--- src/rtl/mandel_pkg.sv ---
// Shared constants and types for the Mandelbrot pipeline (coordinate feeder and iterators).
package mandel_pkg;

  // Signed 4.23 fixed point
  localparam int unsigned FIX_W     = 27;
  localparam int unsigned FRAC_BITS = 23;

  // Iterator limits
  localparam int unsigned ITER_MAX = 1000;
  localparam int unsigned ITER_W   = $clog2(ITER_MAX + 1);

  // Default VGA frame
  localparam int unsigned H_PIXELS_DEF = 640;
  localparam int unsigned V_PIXELS_DEF = 480;

  localparam logic [FIX_W-1:0] ONE     = 27'h0800000;
  localparam logic [FIX_W-1:0] NEG_TWO = 27'h7000000;

  typedef enum logic [1:0] {
    StIdle = 2'd0,
    StRun  = 2'd1,
    StDone = 2'd2
  } gen_state_e;

endpackage

--- src/rtl/raster_counter.sv ---
// Raster-order x/y pixel counter (x fastest) with row-wrap and last-pixel flags.
module raster_counter #(
  parameter int unsigned H_PIXELS = 640,
  parameter int unsigned V_PIXELS = 480,
  parameter int unsigned X_W      = $clog2(H_PIXELS),
  parameter int unsigned Y_W      = $clog2(V_PIXELS)
) (
  input  logic           clk,
  input  logic           reset,
  input  logic           clear,
  input  logic           advance,
  output logic [X_W-1:0] x,
  output logic [Y_W-1:0] y,
  output logic           row_wrap,
  output logic           last_pixel
);

  localparam logic [X_W-1:0] XLast = X_W'(H_PIXELS - 1);
  localparam logic [Y_W-1:0] YLast = Y_W'(V_PIXELS - 1);

  logic [X_W-1:0] x_q, x_d;
  logic [Y_W-1:0] y_q, y_d;

  // Flags describe the pixel currently presented
  always_comb begin
    row_wrap   = (x_q == XLast);
    last_pixel = row_wrap && (y_q == YLast);
  end

  // Next-state: clear wins over advance; the last pixel wraps back to (0,0)
  always_comb begin
    x_d = x_q;
    y_d = y_q;
    if (clear) begin
      x_d = '0;
      y_d = '0;
    end else if (advance) begin
      if (last_pixel) begin
        x_d = '0;
        y_d = '0;
      end else if (row_wrap) begin
        x_d = '0;
        y_d = y_q + Y_W'(1);
      end else begin
        x_d = x_q + X_W'(1);
      end
    end
  end

  // Counter state register
  always_ff @(posedge clk) begin
    if (reset) begin
      x_q <= '0;
      y_q <= '0;
    end else begin
      x_q <= x_d;
      y_q <= y_d;
    end
  end

  assign x = x_q;
  assign y = y_q;

endmodule

--- src/rtl/pixel_coord_gen.sv ---
// Walks the frame in raster order and emits one fixed-point complex coordinate per pixel
// over a valid/ready handshake. Coordinates are built by incremental add, never multiply.
module pixel_coord_gen
  import mandel_pkg::*;
#(
  parameter int unsigned H_PIXELS = H_PIXELS_DEF,
  parameter int unsigned V_PIXELS = V_PIXELS_DEF,
  parameter int unsigned FIX_W    = mandel_pkg::FIX_W,
  parameter int unsigned X_W      = $clog2(H_PIXELS),
  parameter int unsigned Y_W      = $clog2(V_PIXELS)
) (
  input  logic             clk,
  input  logic             reset,
  input  logic             start,
  input  logic [FIX_W-1:0] x_min,
  input  logic [FIX_W-1:0] y_max,
  input  logic [FIX_W-1:0] dx,
  input  logic [FIX_W-1:0] dy,
  output logic             out_val,
  input  logic             out_rdy,
  output logic [FIX_W-1:0] out_c_r,
  output logic [FIX_W-1:0] out_c_i,
  output logic [X_W-1:0]   out_x,
  output logic [Y_W-1:0]   out_y,
  output logic             busy,
  output logic             done
);

  gen_state_e state_q, state_d;

  logic [FIX_W-1:0] x_min_q, x_min_d;
  logic [FIX_W-1:0] dx_q, dx_d;
  logic [FIX_W-1:0] dy_q, dy_d;
  logic [FIX_W-1:0] c_r_q, c_r_d;
  logic [FIX_W-1:0] c_i_q, c_i_d;
  logic             val_q, val_d;
  logic             busy_q, busy_d;
  logic             done_q, done_d;

  logic cnt_clear;
  logic cnt_advance;
  logic row_wrap;
  logic last_pixel;
  logic xfer;

  assign xfer = val_q && out_rdy;

  raster_counter #(
    .H_PIXELS (H_PIXELS),
    .V_PIXELS (V_PIXELS),
    .X_W      (X_W),
    .Y_W      (Y_W)
  ) u_raster_counter (
    .clk        (clk),
    .reset      (reset),
    .clear      (cnt_clear),
    .advance    (cnt_advance),
    .x          (out_x),
    .y          (out_y),
    .row_wrap   (row_wrap),
    .last_pixel (last_pixel)
  );

  // FSM next-state, coordinate accumulators and handshake flags
  always_comb begin
    state_d     = state_q;
    x_min_d     = x_min_q;
    dx_d        = dx_q;
    dy_d        = dy_q;
    c_r_d       = c_r_q;
    c_i_d       = c_i_q;
    val_d       = val_q;
    busy_d      = busy_q;
    done_d      = 1'b0;
    cnt_clear   = 1'b0;
    cnt_advance = 1'b0;

    unique case (state_q)
      StIdle: begin
        if (start) begin
          x_min_d   = x_min;
          dx_d      = dx;
          dy_d      = dy;
          c_r_d     = x_min;
          c_i_d     = y_max;
          val_d     = 1'b1;
          busy_d    = 1'b1;
          cnt_clear = 1'b1;
          state_d   = StRun;
        end
      end
      StRun: begin
        if (xfer) begin
          cnt_advance = 1'b1;
          if (last_pixel) begin
            val_d   = 1'b0;
            busy_d  = 1'b0;
            done_d  = 1'b1;
            state_d = StDone;
          end else if (row_wrap) begin
            // Reload x_min exactly so rounding never accumulates across rows
            c_r_d = x_min_q;
            c_i_d = c_i_q - dy_q;
          end else begin
            c_r_d = c_r_q + dx_q;
          end
        end
      end
      StDone: begin
        state_d = StIdle;
      end
      default: begin
        state_d = StIdle;
        val_d   = 1'b0;
        busy_d  = 1'b0;
      end
    endcase
  end

  // State and output registers
  always_ff @(posedge clk) begin
    if (reset) begin
      state_q <= StIdle;
      x_min_q <= '0;
      dx_q    <= '0;
      dy_q    <= '0;
      c_r_q   <= '0;
      c_i_q   <= '0;
      val_q   <= 1'b0;
      busy_q  <= 1'b0;
      done_q  <= 1'b0;
    end else begin
      state_q <= state_d;
      x_min_q <= x_min_d;
      dx_q    <= dx_d;
      dy_q    <= dy_d;
      c_r_q   <= c_r_d;
      c_i_q   <= c_i_d;
      val_q   <= val_d;
      busy_q  <= busy_d;
      done_q  <= done_d;
    end
  end

  assign out_val = val_q;
  assign out_c_r = c_r_q;
  assign out_c_i = c_i_q;
  assign busy    = busy_q;
  assign done    = done_q;

endmodule

--- config.mk ---
export PLATFORM = sky130hd
export DESIGN_NAME = pixel_coord_gen
export DESIGN_NICKNAME = d
export VERILOG_FILES = /design/src/rtl/mandel_pkg.sv /design/src/rtl/raster_counter.sv /design/src/rtl/pixel_coord_gen.sv
export SDC_FILE = /design/constraint.sdc
export NUM_CORES = 1
export LEC_CHECK = 0
export BUFFER_PORTS_ARGS = -buffer_cell sky130_fd_sc_hd__buf_2
export CAP_MARGIN = 20
export CORE_UTILIZATION = 27
export CTS_BUF_LIST = sky130_fd_sc_hd__clkbuf_16
export CTS_CLUSTER_SIZE = 12
export DETAILED_ROUTE_END_ITERATION = 16
export GPL_TIMING_DRIVEN = 0
export PLACE_DENSITY = 0.51
export SYNTH_ARGS = -nofsm -noshare
export SYNTH_HDL_FRONTEND = slang
export SYNTH_SLANG_ARGS = --single-unit
export TNS_END_PERCENT = 10
--- constraint.sdc ---
create_clock -name clk -period 3.2 [get_ports clk]
set_clock_uncertainty 0.1 [all_clocks]
set_input_delay 0.16 -clock clk [delete_from_list [all_inputs] [get_ports clk]]
set_output_delay 0.16 -clock clk [all_outputs]
set_load 0.05 [all_outputs]
==> results of run 1 <==
==> power groups by stage <==
stage / Clock, mW / Sequential (mW) / Combinational [mW]
3_5_place_dp: 0 / 2.26 / 1.88
5_1_grt: 2.22 / 2.24 / 2.19
2_1_floorplan: 0 / 2.48 / 1.10
4_1_cts: 2.14 / 2.22 / 1.99
6_report: 2.11 / 2.22 / 2.00
3_3_place_gp: 0 / 2.26 / 1.88
==> synth_stat cells, types with 21 or more instances <==
cell type	count	area share, %
nand2_1	257	10
a21oi_1	168	9.1
dfxtp_1	158	34
nor2_1	92	3.7
clkbuf_1	68	2.7
o21ai_0	56	3.0
ha_1	54	7.3
inv_1	36	1.5
xnor2_1	27	2.5
o211ai_1	25	2.0
nand3_1	24	1.3
xor2_1	24	2.3
a211oi_1	21	1.7
a21o_1	21	1.7
==> area by class of cell <==
cell class,count,area share (%)
clock inverter,14,1.24
sequential,158,25.6
clock buffer,17,3.44
multi-input combinational,966,46.3
timing repair buffer,283,15.4
tap,448,4.53
antenna,1,0.0202
buffer,76,2.43
inverter,36,1.09
==> through the flow <==
| step | cells | total power, mW |
|---|---|---|
| final | 1999 | 6.34 |
| after global routing | 1999 | 6.64 |
| after detailed placement | 1871 | 4.15 |
| after global placement | 1870 | 4.14 |
| after CTS | 1998 | 6.35 |
| after floorplan | 1236 | 3.58 |
==> layer usage <==
layer	up-vias	share of wire, %	wire length (µm)	track usage (%)
met5	-	0	0	0
met4	0	2.2	800	6.10
met2	330	46	16800	33.8
met3	49	5.3	1920	3.17
met1	4728	46	16700	27.1
li1	4974	-	-	-
==> what timing repair did <==
item                       CTS  global route
pin swaps                    0             2
setup endpoints to repair    5            23
resized for setup            1            11
hold endpoints to repair   105             0
hold buffers                96             0
==> cell usage in the layout, fill, tap and decap left out, drive strengths merged, types with 4 or more instances in the layout <==
master	instances
or3	7
nor3	19
nand4	12
o21a	7
a21oi	169
nor2	93
a21o	22
o311ai	4
xor2	24
a311oi	10
nand2	257
and4	5
nor4	5
nor2b	9
clkbuf	85
inv	40
o21bai	8
dlygate4sd3	96
nand2b	10
o221ai	8
a221oi	8
ha	54
and2	6
o211ai	25
a31oi	9
buf	195
o21ai	58
dfxtp	158
a21boi	6
and3	13
clkinvlp	4
nand3	24
xnor2	27
a211oi	21
==> tightest hold or removal path: stages <==
cell and delay, ps:
buf_2 110, nand2_1 50, o211ai_1 90, o21ai_0 80, nor2_1 40
==> how the worst min path moves through the flow <==
| stage | start | endpoint |
|---|---|---|
| final | y_max[5] | out_c_i[5]$_SDFFE_PP0P_ |
| after floorplan | dy[10] | dy_q[10]$_SDFFE_PP0P_ |
| after global routing | y_max[17] | out_c_i[17]$_SDFFE_PP0P_ |
| after global placement | dx[8] | dx_q[8]$_SDFFE_PP0P_ |
| after CTS | y_max[5] | out_c_i[5]$_SDFFE_PP0P_ |
| after detailed placement | dx[12] | dx_q[12]$_SDFFE_PP0P_ |
==> cells by family after synthesis <==
family                     after synthesis  synth area share, %
and+or+nand+nor                        475                 22.6
AOI/OAI and AO/OA                      379                 25.6
DFF                                    158                 34.1
buffers and inverters                  112                 4.65
adders and majority gates               56                 7.71
xor gates and xnor gates                51                 4.81
muxes                                    5                0.566
==> flip-flops by register name, summed over array words and instances (netlist names) <==
register / cells
dx_q: 27
out_c_i: 27
done: 1
dy_q: 27
out_c_r: 27
busy: 1
u_raster_counter.y: 9
state_q: 2
u_raster_counter.x: 10
x_min_q: 27
==> results.md, run 1 <==
- Power density over the cells: roughly 510 mW/mm²
- Async set-or-reset flop fraction in the synthesized netlist: 0%
- Final Hold Fails: 0
- Critical path, cell by cell: inv_1, ha_1, inv_1, fa_1, a21o_1, a221oi_2, o31a_1, or4_4, a21oi_2, mux2_1, and3_1, o22a_1
- Largest net degree at the start of global routing: 17
- Initial antenna violation count: 1
- Final Cell Area: 0.0124 mm²
- Max-cap violation count: 0
- Routed via count: 10,081
- Final core utilization: approximately 37%
- Seq. cell area: between 0.003 and 0.004 mm²
- Main flop type after synthesis: dfxtp_1
- Slowest CP cell: or4_4
- Net switching power: between 2 and 2.5 mW
- Starting Density: approximately 28%
- Critical R2R Capture: out_c_i[26]$_SDFFE_PP0P_
- Post-synth EDFFs: 0
- Slowest stage delay, CP: around 530 ps
- Arrival time worst endpoint: between 3000 and 4000 ps
- Cell depth of the worst flop-to-flop path: 12
- Clock group share of total power: about a third
- Post-CTS Setup Repair Bufs: 0
- Placer Congestion: 0.919
- Path length in cells of the critical path: 12
- GRT Overall Usage: slightly above 20%
- FF-to-FF setup slack: ~85 ps
- Placed inst area: about 0.011 mm²
- Worst-skew pair later-pin latency: ~450 ps
- Core Rows: 67
- CTS max path bufs: 2
- Most frequent CP cell: inv_1
- IO buf count: approximately 190
- Avg Cell Area, Syn: 7.51 µm²
- Seq/Total Area, Yosys: 34.1%
- Multi-input gate area: approximately 0.0057 mm²
- CP endpoint kind: flip-flop
- Hold crit path type: in -> reg
- Drt initial violations: between 600 and 700
- Clk sinks: 158
- CP endpoint: out_c_i[26]$_SDFFE_PP0P_
- Final Setup Violations: 0
- CTS tree: done
- Comb pwr share: a little under a third
- WL final: roughly 36 mm
- Area Overhead vs Synth: 33.2%
- Tcrit/Tclk final: a little over nine tenths
- HPWL after DPL: around 27 mm
- Routed vias/inst: 5.04
- Cell count after synthesis: between 1,000 and 1,500
- Core ar.: about 0.034 mm²
- CP Class: reg -> reg
- Nets: 1,706
- Leakage: roughly 5.1 nW
- Clk pin slew, worst setup/hold paths: about 70 ps
- DRT antenna net count: 0
- Wire length per cell: between 15 and 20 µm
- Fmax: 321 MHz
- Setup TNS: 0 ps
- Sw Share: ~36%
- Total CTS buffers: 17
- Worst Hold Path Cells: 5
- Worst hold slack: between 20 and 30 ps
- Cell variety after synth: 72
- Startpoint types: flip-flop
- First-pass GRT wire length: roughly 55 mm
- Slew Limit Fails: 0
- Grt total ovfl: 0
- Setup WS pre-CTS: -27.7 ps
- Mapped Area: slightly above 0.009 mm²
- Syn nets: between 1,000 and 1,500
- H-tree depth: 4
- WP buf/inv: 2
- First-pass DRT Iterations: 5
- RSZ-0062 raised after global routing: true
- Die Ht: roughly 190 µm
- Crit path max fanout: 4
- Vias in the first global route: ~9,600
- Synth Warn #: 0
- VDD IR-drop max: 388 µV
- Tmin final: between 3000 and 4000 ps
- IO Pins: about 190
- Status: complete, no violations
- Layout cells sized above 1: 15.6%
- Final worst slack: around 85 ps
- Pint: between 4 and 5 mW
- Crit path max-delay family: compound AO/OA/AOI/OAI gates
- Sequential share of power: a little over a third
- Critical Path RT: roughly 3400 ps
- Die area: roughly 0.035 mm²
- Relative slew slack: about two fifths
- Critical R2R Launch: out_c_i[0]$_SDFFE_PP0P_
- Worst slew pin tran: 900 ps
- Die X: ~190 µm
- Critical path launch point: out_c_i[0]$_SDFFE_PP0P_
- Seq cells post-synth: about 160
- Post-route DRC: 0
- Fillers: 3,595
- Root Buffer: clkbuf_16
Note: power is estimated with default switching activity, not from simulation.
==> inputs of run 2 (changes only) <==
--- a/config.mk
+++ b/config.mk
@@ -7,12 +7,12 @@
 export LEC_CHECK = 0
 export BUFFER_PORTS_ARGS = -buffer_cell sky130_fd_sc_hd__buf_2
 export CAP_MARGIN = 20
-export CORE_UTILIZATION = 27
+export CORE_UTILIZATION = 25
 export CTS_BUF_LIST = sky130_fd_sc_hd__clkbuf_16
 export CTS_CLUSTER_SIZE = 12
 export DETAILED_ROUTE_END_ITERATION = 16
 export GPL_TIMING_DRIVEN = 0
-export PLACE_DENSITY = 0.51
+export PLACE_DENSITY = 0.5
 export SYNTH_ARGS = -nofsm -noshare
 export SYNTH_HDL_FRONTEND = slang
 export SYNTH_SLANG_ARGS = --single-unit
==> constraint.sdc (replaced) <==
create_clock -name clk -period 2.6 [get_ports clk]
set_clock_uncertainty 0.1 [all_clocks]
set_input_delay 0.13 -clock clk [delete_from_list [all_inputs] [get_ports clk]]
set_output_delay 0.13 -clock clk [all_outputs]
set_load 0.05 [all_outputs]
==> run 2 against run 1 <==
- the run now ends with negative setup slack left
- critical path depth is the same
- worst setup slack lost 320 ps
- clock-buffer cell count grew 1
- highest routed layer unchanged
==> results.md, run 2 (same netlist as run 1, synthesis figures left out) <==
- Largest net degree at the start of global routing: 17
- Grt total ovfl: 0
- Critical path, cell by cell: inv_4, ha_4, inv_2, fa_2, a21o_1, a221oi_4, o31a_1, or4_4, a21oi_4, mux2_4, and3_4, o22a_1
- Final core utilization: a little over a third
- Drt initial violations: a little over 700
- CP Class: reg -> reg
- Worst slew pin tran: between 800 and 900 ps
- Arrival time worst endpoint: ~3000 ps
- IO Pins: between 150 and 200
- Wire length per cell: around 18 µm
- Placer Congestion: 0.910
- Sw Share: ~36%
- WL final: about 37 mm
- CTS max path bufs: 2
- Critical Path RT: about 2800 ps
- Clk sinks: 158
- Net switching power: between 2 and 3 mW
- HPWL after DPL: 28.0 mm
- Fillers: around 3,900
- Initial antenna violation count: 1
- Startpoint types: flip-flop
- Post-route DRC: 0
- Nets: approximately 1,700
- Crit path max-delay family: compound AO/OA/AOI/OAI gates
- Max-cap violation count: 0
- Relative slew slack: between 40% and 50%
- Tmin final: approximately 2800 ps
- Commonest non-fill, non-tap cell in the layout: nand2_1
- GRT Overall Usage: 19.5%
- Pint: between 5 and 6 mW
- Final worst slack: -233 ps
- Starting Density: roughly a quarter
- Fmax: approximately 350 MHz
- Final Setup Violations: 16
- Die Ht: 195 µm
- Layout cells sized above 1: 20.9%
- Routed via count: around 10,000
- DRT antenna net count: 0
- IO buf count: 186
- Root Buffer: clkbuf_16
- RSZ-0062 raised after global routing: true
- CTS tree: done
- Slowest CP cell: or4_4
- Power density over the cells: about 620 mW/mm²
- Vias in the first global route: slightly below 10,000
- Clk pin slew, worst setup/hold paths: 70 ps
- Worst hold slack: 23.0 ps
- H-tree depth: 4
- WP buf/inv: 2
- Worst-skew pair later-pin latency: 450 ps
- Total CTS buffers: 17
- Clock group share of total power: 33.9%
- Finished Layout Cells: 2,039
- Die area: 0.0379 mm²
- Area Overhead vs Synth: 39.9%
- Core Rows: 70
- Sequential share of power: 33.8%
- First-pass GRT wire length: 56.2 mm
- Placed Instances: between 1,500 and 2,000
- Core ar.: ~0.037 mm²
- Hold crit path type: in -> reg
- Slowest stage delay, CP: approximately 460 ps
- Tcrit/Tclk final: 109%
- Slew Limit Fails: 0
- First-pass DRT Iterations: 5
- Leakage: 5.34 nW
- Violated checks: negative setup slack
- Routed vias/inst: between 4 and 5
- Comb pwr share: around 32%
- Most frequent cells in the layout: nand2_1, buf_2, a21oi_1
- Status: finished, violations left
- Final Hold Fails: 0
- Die X: 195 µm
- VDD IR-drop max: slightly above 500 µV
- Crit path max fanout: 3
- CP endpoint kind: flip-flop
run 2: cell types whose count changed in the layout (fill, tap and decap cells not counted), sizes merged:
cell	before	now
buf	195	211
dlygate4sd3	96	101
clkinv	3	7
clkinvlp	4	1
inv	40	38
bufinv	3	4
clkbuf	85	84
run 2: final cells by class:
| class | instances | area (µm²) | share of cell area, % |
|---|---|---|---|
| clock inverter | 14 | 170 | 1.31 |
| inverter | 36 | 138 | 1.06 |
| tap | 468 | 586 | 4.51 |
| timing repair buffer | 306 | 2090 | 16.1 |
| clock buffer | 18 | 450 | 3.47 |
| sequential | 158 | 3180 | 24.5 |
| antenna | 1 | 2.50 | 0.0193 |
| multi-input combinational | 966 | 6060 | 46.6 |
| buffer | 72 | 318 | 2.45 |
run 2: timing repair:
item / 4_1_cts / 5_1_grt
pin swaps: 17 / 17
hold buffers: 101 / 0
endpoints found under the setup margin: 60 / 56
hold endpoints to repair: 117 / 0
gates resized for setup: 49 / 41
setup buffers: 9 / 9
run 2: worst register-to-register path, stage by stage, from the launching register on:
cell and delay (ps):
dfxtp_4 360, inv_4 40, ha_4 150, inv_2 50, fa_2 200, a21o_1 180, a221oi_4 90, o31a_1 280
or4_4 460, a21oi_4 160, mux2_4 320, and3_4 160, o22a_1 180
run 2: worst paths after layout:
check / start / end / cells past startpoint / slack (ps)
worst max-delay path: out_c_i[0]$_SDFFE_PP0P_ / out_c_i[26]$_SDFFE_PP0P_ / 12 / -230
worst min-delay path: y_max[20] / out_c_i[20]$_SDFFE_PP0P_ / 4 / 20
worst max register to register: out_c_i[0]$_SDFFE_PP0P_ / out_c_i[26]$_SDFFE_PP0P_ / 12 / -230
worst min register to register: dy_q[25]$_SDFFE_PP0P_ / dy_q[25]$_SDFFE_PP0P_ / 2 / 350
run 2: metal layers:
metal  vias to the layer above  track usage, %  wire length [µm]
met3                        47            2.74              1710
li1                       5014               -                 -
met4                         0            6.15               767
met2                       292            32.7             17600
met5                         -               0                 0
met1                      4766            25.6             17300
run 2: power groups by stage:
| stage | sequential (mW) | clock [mW] | combinational, mW |
|---|---|---|---|
| 6_report | 2.74 | 2.75 | 2.63 |
| 5_1_grt | 2.76 | 2.88 | 2.86 |
| 4_1_cts | 2.73 | 2.80 | 2.57 |
| 3_5_place_dp | 2.79 | 0 | 2.35 |
| 3_3_place_gp | 2.79 | 0 | 2.34 |
| 2_1_floorplan | 3.06 | 0 | 1.36 |
run 2: stage by stage:
| stage | setup TNS [ps] | cell area (µm²) | power (mW) | setup WS (ps) |
|---|---|---|---|---|
| final | -1390 | 13000 | 8.12 | -233 |
| after global routing | -4650 | 13000 | 8.50 | -339 |
| after CTS | -1770 | 12700 | 8.10 | -266 |
| after detailed placement | -21580 | 10900 | 5.14 | -700 |
| after global placement | -23360 | 10900 | 5.12 | -656 |
| after floorplan | -776 | 9350 | 4.42 | -251 |
